$ cat config.mk
export PLATFORM = sky130hd
export DESIGN_NAME = memory_cycle_bist
export DESIGN_NICKNAME = d
export VERILOG_FILES = /design/src/rtl/memory_cycle_bist.sv
export SDC_FILE = /design/constraint.sdc
export NUM_CORES = 2
export LEC_CHECK = 0
export CORE_MARGIN = 2
export CORE_UTILIZATION = 38
export DETAILED_ROUTE_END_ITERATION = 10
export PLACE_DENSITY = 0.54
export SYNTH_ARGS = -nofsm -noshare
export SYNTH_HDL_FRONTEND = slang
export SYNTH_SLANG_ARGS = --single-unit
$ cat constraint.sdc
create_clock -name clk -period 4.6 [get_ports clk]
set_input_delay 1.38 -clock clk [delete_from_list [all_inputs] [get_ports clk]]
set_output_delay 1.38 -clock clk [all_outputs]
set_load 0.05 [all_outputs]
$ cat src/rtl/memory_cycle_bist.sv
// MEM pipeline stage: data memory array, MEM/WB register and a March C- BIST
// that can remap a single faulty word onto a spare register.
module memory_cycle_bist #(
    parameter int DEPTH  = 64,
    parameter int ADDR_W = 6
) (
    input  logic              clk,
    input  logic              rst,
    input  logic              RegWriteM,
    input  logic              MemWriteM,
    input  logic              ResultSrcM,
    input  logic [4:0]        RD_M,
    input  logic [31:0]       PCPlus4M,
    input  logic [31:0]       WriteDataM,
    input  logic [31:0]       ALU_ResultM,
    input  logic              test_en_in,
    input  logic [1:0]        inject_en,
    input  logic [ADDR_W-1:0] inject_addr_0,
    input  logic [ADDR_W-1:0] inject_addr_1,
    output logic              RegWriteW,
    output logic              ResultSrcW,
    output logic [4:0]        RD_W,
    output logic [31:0]       PCPlus4W,
    output logic [31:0]       ALU_ResultW,
    output logic [31:0]       ReadDataW,
    output logic              stall_out,
    output logic              bist_done,
    output logic              bist_fail,
    output logic              repair_active,
    output logic [ADDR_W-1:0] repair_addr
);

    localparam logic [ADDR_W-1:0] LAST_ADDR = ADDR_W'(DEPTH - 1);

    typedef enum logic [2:0] {
        S_IDLE, S_W0, S_UR0W1, S_UR1W0, S_DR0W1, S_DR1W0, S_R0, S_DONE
    } state_t;

    state_t            state, next_state;
    logic [ADDR_W-1:0] bist_addr;
    logic              bist_sub;
    logic [1:0]        fault_cnt;
    logic [31:0]       spare;
    logic [31:0]       mem [DEPTH];

    logic              two_op, desc, bist_rd, bist_we;
    logic [31:0]       bist_expect, bist_wdata;
    logic [ADDR_W-1:0] pipe_idx;
    logic              pipe_active, spare_hit, entry, mismatch;
    logic [31:0]       pipe_rdata, bist_rdata;
    logic              mem_we;
    logic [ADDR_W-1:0] mem_waddr;
    logic [31:0]       mem_wdata;

    assign pipe_idx    = ALU_ResultM[ADDR_W+1:2];
    assign pipe_active = !stall_out;
    assign spare_hit   = repair_active && (pipe_idx == repair_addr);
    assign entry       = (state == S_IDLE) && (next_state == S_W0);
    assign mismatch    = bist_rd && (bist_rdata != bist_expect);

    // Stuck-at-1 injection applies to the array on both ports; the spare bypasses it
    always_comb begin
        pipe_rdata = mem[pipe_idx];
        bist_rdata = mem[bist_addr];
        if ((inject_en[0] && pipe_idx == inject_addr_0) ||
            (inject_en[1] && pipe_idx == inject_addr_1))
            pipe_rdata[0] = 1'b1;
        if ((inject_en[0] && bist_addr == inject_addr_0) ||
            (inject_en[1] && bist_addr == inject_addr_1))
            bist_rdata[0] = 1'b1;
        if (spare_hit)
            pipe_rdata = spare;
    end

    always_comb begin
        mem_we    = 1'b0;
        mem_waddr = pipe_idx;
        mem_wdata = WriteDataM;
        if (bist_we) begin
            mem_we    = 1'b1;
            mem_waddr = bist_addr;
            mem_wdata = bist_wdata;
        end else if (pipe_active && MemWriteM && !spare_hit) begin
            mem_we = 1'b1;
        end
    end

    always_ff @(posedge clk) begin
        if (mem_we)
            mem[mem_waddr] <= mem_wdata;
    end

    always_ff @(posedge clk or negedge rst) begin
        if (!rst) state <= S_IDLE;
        else      state <= next_state;
    end

    always_comb begin
        next_state  = state;
        stall_out   = 1'b0;
        bist_done   = 1'b0;
        two_op      = 1'b0;
        desc        = 1'b0;
        bist_rd     = 1'b0;
        bist_we     = 1'b0;
        bist_expect = '0;
        bist_wdata  = '0;
        case (state)
            S_IDLE: if (test_en_in) next_state = S_W0;
            S_W0: begin
                stall_out = 1'b1;
                bist_we   = 1'b1;
                if (bist_addr == LAST_ADDR) next_state = S_UR0W1;
            end
            S_UR0W1: begin
                stall_out = 1'b1;
                two_op    = 1'b1;
                if (bist_sub && bist_addr == LAST_ADDR) next_state = S_UR1W0;
            end
            S_UR1W0: begin
                stall_out   = 1'b1;
                two_op      = 1'b1;
                bist_expect = '1;
                if (bist_sub && bist_addr == LAST_ADDR) next_state = S_DR0W1;
            end
            S_DR0W1: begin
                stall_out = 1'b1;
                two_op    = 1'b1;
                desc      = 1'b1;
                if (bist_sub && bist_addr == '0) next_state = S_DR1W0;
            end
            S_DR1W0: begin
                stall_out   = 1'b1;
                two_op      = 1'b1;
                desc        = 1'b1;
                bist_expect = '1;
                if (bist_sub && bist_addr == '0) next_state = S_R0;
            end
            S_R0: begin
                stall_out = 1'b1;
                bist_rd   = 1'b1;
                if (bist_addr == LAST_ADDR) next_state = S_DONE;
            end
            S_DONE: begin
                bist_done  = 1'b1;
                next_state = S_IDLE;
            end
            default: next_state = S_IDLE;
        endcase
        // Two-op elements read the current background, then write its complement
        if (two_op) begin
            bist_rd    = !bist_sub;
            bist_we    = bist_sub;
            bist_wdata = ~bist_expect;
        end
    end

    always_ff @(posedge clk or negedge rst) begin
        if (!rst) begin
            bist_addr <= '0;
            bist_sub  <= 1'b0;
        end else if (next_state != state) begin
            bist_addr <= (next_state == S_DR0W1 || next_state == S_DR1W0) ? LAST_ADDR : '0;
            bist_sub  <= 1'b0;
        end else if (state == S_W0 || state == S_R0) begin
            bist_addr <= bist_addr + 1'b1;
        end else if (two_op) begin
            bist_sub <= !bist_sub;
            if (bist_sub)
                bist_addr <= desc ? bist_addr - 1'b1 : bist_addr + 1'b1;
        end
    end

    // Fault count saturates at 2: only distinctness from the first faulty word matters
    always_ff @(posedge clk or negedge rst) begin
        if (!rst) begin
            fault_cnt     <= '0;
            bist_fail     <= 1'b0;
            repair_active <= 1'b0;
            repair_addr   <= '0;
            spare         <= '0;
        end else begin
            if (entry) begin
                fault_cnt     <= '0;
                bist_fail     <= 1'b0;
                repair_active <= 1'b0;
            end else if (mismatch) begin
                if (fault_cnt == 2'd0) begin
                    repair_addr <= bist_addr;
                    fault_cnt   <= 2'd1;
                end else if (bist_addr != repair_addr) begin
                    fault_cnt <= 2'd2;
                end
            end else if (state == S_DONE) begin
                if (fault_cnt == 2'd1) begin
                    repair_active <= 1'b1;
                end else if (fault_cnt == 2'd2) begin
                    bist_fail     <= 1'b1;
                    repair_active <= 1'b0;
                end
            end
            if (state == S_DONE && fault_cnt == 2'd1)
                spare <= '0;
            else if (pipe_active && MemWriteM && spare_hit)
                spare <= WriteDataM;
        end
    end

    always_ff @(posedge clk or negedge rst) begin
        if (!rst) begin
            RegWriteW   <= 1'b0;
            ResultSrcW  <= 1'b0;
            RD_W        <= '0;
            PCPlus4W    <= '0;
            ALU_ResultW <= '0;
            ReadDataW   <= '0;
        end else begin
            RegWriteW   <= RegWriteM && pipe_active;
            ResultSrcW  <= ResultSrcM;
            RD_W        <= RD_M;
            PCPlus4W    <= PCPlus4M;
            ALU_ResultW <= ALU_ResultM;
            ReadDataW   <= pipe_rdata;
        end
    end

endmodule

==> results_dict.tcl <==
set metrics [dict create \
    status "finished with violations" \
    violations "DRC, setup timing" \
    finalWorstPathRequiredPeriod_ps 4620 \
    crit_required_ps 5410 \
    clock-sinks 2203 \
    crit_path_top_delay_cell "mux4_2" \
    synth_top_cell_by_area "edfxtp_1" \
    antenna_left 0 \
    crit_path_end_kind "register" \
    synth_seq_cells 2203 \
    grt_pass1_wl_um 527000 \
    synth_ff_type "edfxtp_1" \
    rows 189 \
    cp_max_fo 13 \
    wl_um 390000 \
    power.share.combinational_pct 40.8 \
    wl_per_cell_um 41.1 \
    yosysMostFrequentCell "edfxtp_1" \
    seqPwrFrac_pct 35.2 \
    hold_violations 0 \
    syn_area_um2 101000 \
    clockPowerShare_pct 24.0 \
    synth_edf_count 2048 \
    crit_arrival_ps 5440 \
    postSynthAreaPerCell_um2 20.2 \
    route.detailed.drc 110 \
    grt_pass1_vias 60200 \
    initial_utilization_pct 38.2 \
    die_w_um 520 \
    power_leakage_nw 40.2 \
    start_kind "register" \
    clk_pin_slew_ps 70 \
    crit_path_frequent_cell "buf_12" \
    grt_use_total_pct 28.4 \
    r2r_setup_slack_ps -20 \
    synthTopCellsByCount "edfxtp_1, mux4_2, mux2i_1" \
    clockBufferDepth 4 \
    drt-initial-drc-count 9323 \
    first_pass_iters 11 \
    grt_start_max_net_pins 88 \
    finClkSkew_ps 75.3 \
    synth_async_sr_flop_share_pct 7.04 \
    critical_path_class "reg2reg" \
    drive_gt1_share_pct 37.5 \
    hold_path_class "in2async" \
    die_h_um 520 \
    drv_slew 0 \
    yosysTopAreaCellShare_pct 60.8 \
    synth_top_cells_by_area "edfxtp_1, mux4_2, dfrtp_1" \
    switching_share_pct 37.3 \
    nFillCells 22100 \
    vias 61800 \
    syn-num-nets 5150 \
    final.setup.worst_slack_ps -22.5 \
    cts_buffers 239 \
    coreArea_um2 265000 \
    ir_drop_uv 447 \
    cpPeakStageDelay_ps 520 \
    dieArea_um2 271000 \
    root_buffer "clkbuf_16" \
    power_density_nw_per_um2 637 \
    placed_cells 9031 \
    grt-ovfl-total 0 \
    antenna_found_initial 29 \
    synth_cell_types 80 \
    p_switching_mw 28.9 \
    crit_chain "buf_12, buf_12, buf_12, mux4_2, mux2i_1, buf_4, o22ai_1, nor3_1, a31oi_2, nor2b_1, nor4_2, o2111ai_2, o21a_4, nand4_4, mux2_2" \
    syn2layout_area_growth_pct 20.3 \
    cts_tree "built" \
    ctsHoldBuffers 0 \
    setup_viol 7 \
    final_nets 5876 \
    ys_warn_count 0 \
    min_period_over_period_pct 100 \
    maxCapViolations 0 \
    place_congestion 0.914 \
    clock_latency_ps 930 \
    io_pins 234 \
    place_hpwl_um 252000 \
    portBuffers 233 \
    synth-seq-area-share_pct 64.6 \
    fin_area_um2 122000 \
    cts-htree-levels 4 \
    final_cells 9482 \
    internal_power_mw 48.6 \
    tightest_slew_ps 1070 \
    clock.fmax_mhz 216 \
    rsz0062_at_grt "no" \
    viasPerCell 6.52 \
    max_slew_margin_pct 28.4 \
    dpl_cell_area_um2 114000 \
    synthCells 5022 \
]
[flip-flops by register name, indices dropped and copies added, names as in the netlist]
signal,flops
PCPlus4W,32
RegWriteW,1
RD_W,5
ALU_ResultW,32
repair_addr,6
repair_active,1
ResultSrcW,1
spare,32
ReadDataW,32
state,3
fault_cnt,2
bist_sub,1
bist_fail,1
bist_addr,6
mem,2048
[final timing paths]
path                              start             end  depth (start not counted)
min in group clk               spare[9]    ReadDataW[9]                          1
max reg2reg                bist_addr[0]  repair_addr[2]                         15
max                        bist_addr[0]  repair_addr[2]                         15
max in group asynchronous           rst    bist_addr[0]                          2
min                                 rst       spare[17]                          1
min reg2reg                    spare[9]    ReadDataW[9]                          1
[worst max-delay path: cells and delay by family (launching register included)]
family | cells | cell delay (ps)
mux | 3 | 1110
simple gates | 4 | 1220
flops | 1 | 450
compound gates | 4 | 1010
buf+inv | 4 | 650
[power by group through the flow]
stage	Combinational (mW)	Sequential, mW	Clock [mW]
after detailed placement	30.5	27.8	0
final	31.6	27.3	18.6
after global routing	32.4	27.5	19.5
after floorplan	15.3	27.9	0
after CTS	30.9	27.3	18.8
after global placement	30.4	27.7	0
[cells by family (layout without fill, tap and decap cells)]
| kind of cell | after synthesis | after routing | share of synthesized area [%] |
|---|---|---|---|
| AOI/OAI and AO/OA | 447 | 447 | 3.05 |
| buffers and inverters | 397 | 1312 | 2.00 |
| xor gates and xnor gates | 39 | 39 | 0.337 |
| adders and majority gates | 7 | 7 | 0.0865 |
| other | 0 | 12 | 0 |
| muxes | 1428 | 1428 | 27.6 |
| DFF | 2203 | 2203 | 64.6 |
| and+or+nand+nor | 501 | 501 | 2.30 |
[layout by cell type (no fill, tap or decap), drive strengths merged, types with 23 or more instances in the layout]
master | netlist | routed
a22oi | 81 | 81
edfxtp | 2048 | 2048
a21o | 34 | 34
mux2i | 280 | 280
buf | 195 | 635
nor2 | 105 | 105
dfrtp | 155 | 155
mux2 | 65 | 65
o22ai | 33 | 33
clkinv | 3 | 107
a221oi | 23 | 23
clkbuf | 186 | 297
nand2 | 214 | 214
o21ai | 48 | 48
a21oi | 97 | 97
mux4 | 1083 | 1083
nand3 | 51 | 51
clkdlybuf4s50 | 0 | 225
[layout make-up]
| type | count | area [µm²] | share of cell area (%) |
|---|---|---|---|
| Antenna cell | 12 | 30.0 | 0.0247 |
| Clock buffer | 294 | 6260 | 5.14 |
| Clock inverter | 136 | 1100 | 0.900 |
| Inverter | 16 | 67.6 | 0.0555 |
| Multi-Input combinational cell | 2422 | 34600 | 28.4 |
| Sequential cell | 2203 | 65400 | 53.7 |
| Tap cell | 3533 | 4420 | 3.63 |
| Timing Repair Buffer | 866 | 9970 | 8.18 |
[layer usage]
layer | GRT usage, % | routed length, µm | vias to the layer above
li1 | - | - | 23200
met1 | 39.8 | 153000 | 33600
met2 | 43.3 | 177000 | 4264
met3 | 6.99 | 44300 | 746
met4 | 10.2 | 15300 | 10
met5 | 0 | 64 | -
[stage by stage]
step	hold WS, ps	total power [mW]	utilization, %	worst slack (ps)	TNS [ps]
2_1_floorplan	479	43.3	-	-160	-158330
4_1_cts	473	77.0	45.9	18.1	0
5_1_grt	518	79.4	45.9	4.25	0
3_3_place_gp	492	58.1	43.0	-533	-4780
3_5_place_dp	488	58.3	43.0	-584	-5270
6_report	505	77.6	45.9	-22.5	-126
[repair_timing]
| item | in CTS | in global routing |
|---|---|---|
| setup endpoints to repair | 11 | 10 |
| pin swaps | 6 | 5 |
| setup buffers | 3 | 3 |
| cloned | 2 | 3 |
| resized for setup | 19 | 14 |
No activity file was read; power rests on OpenSTA's default activity.
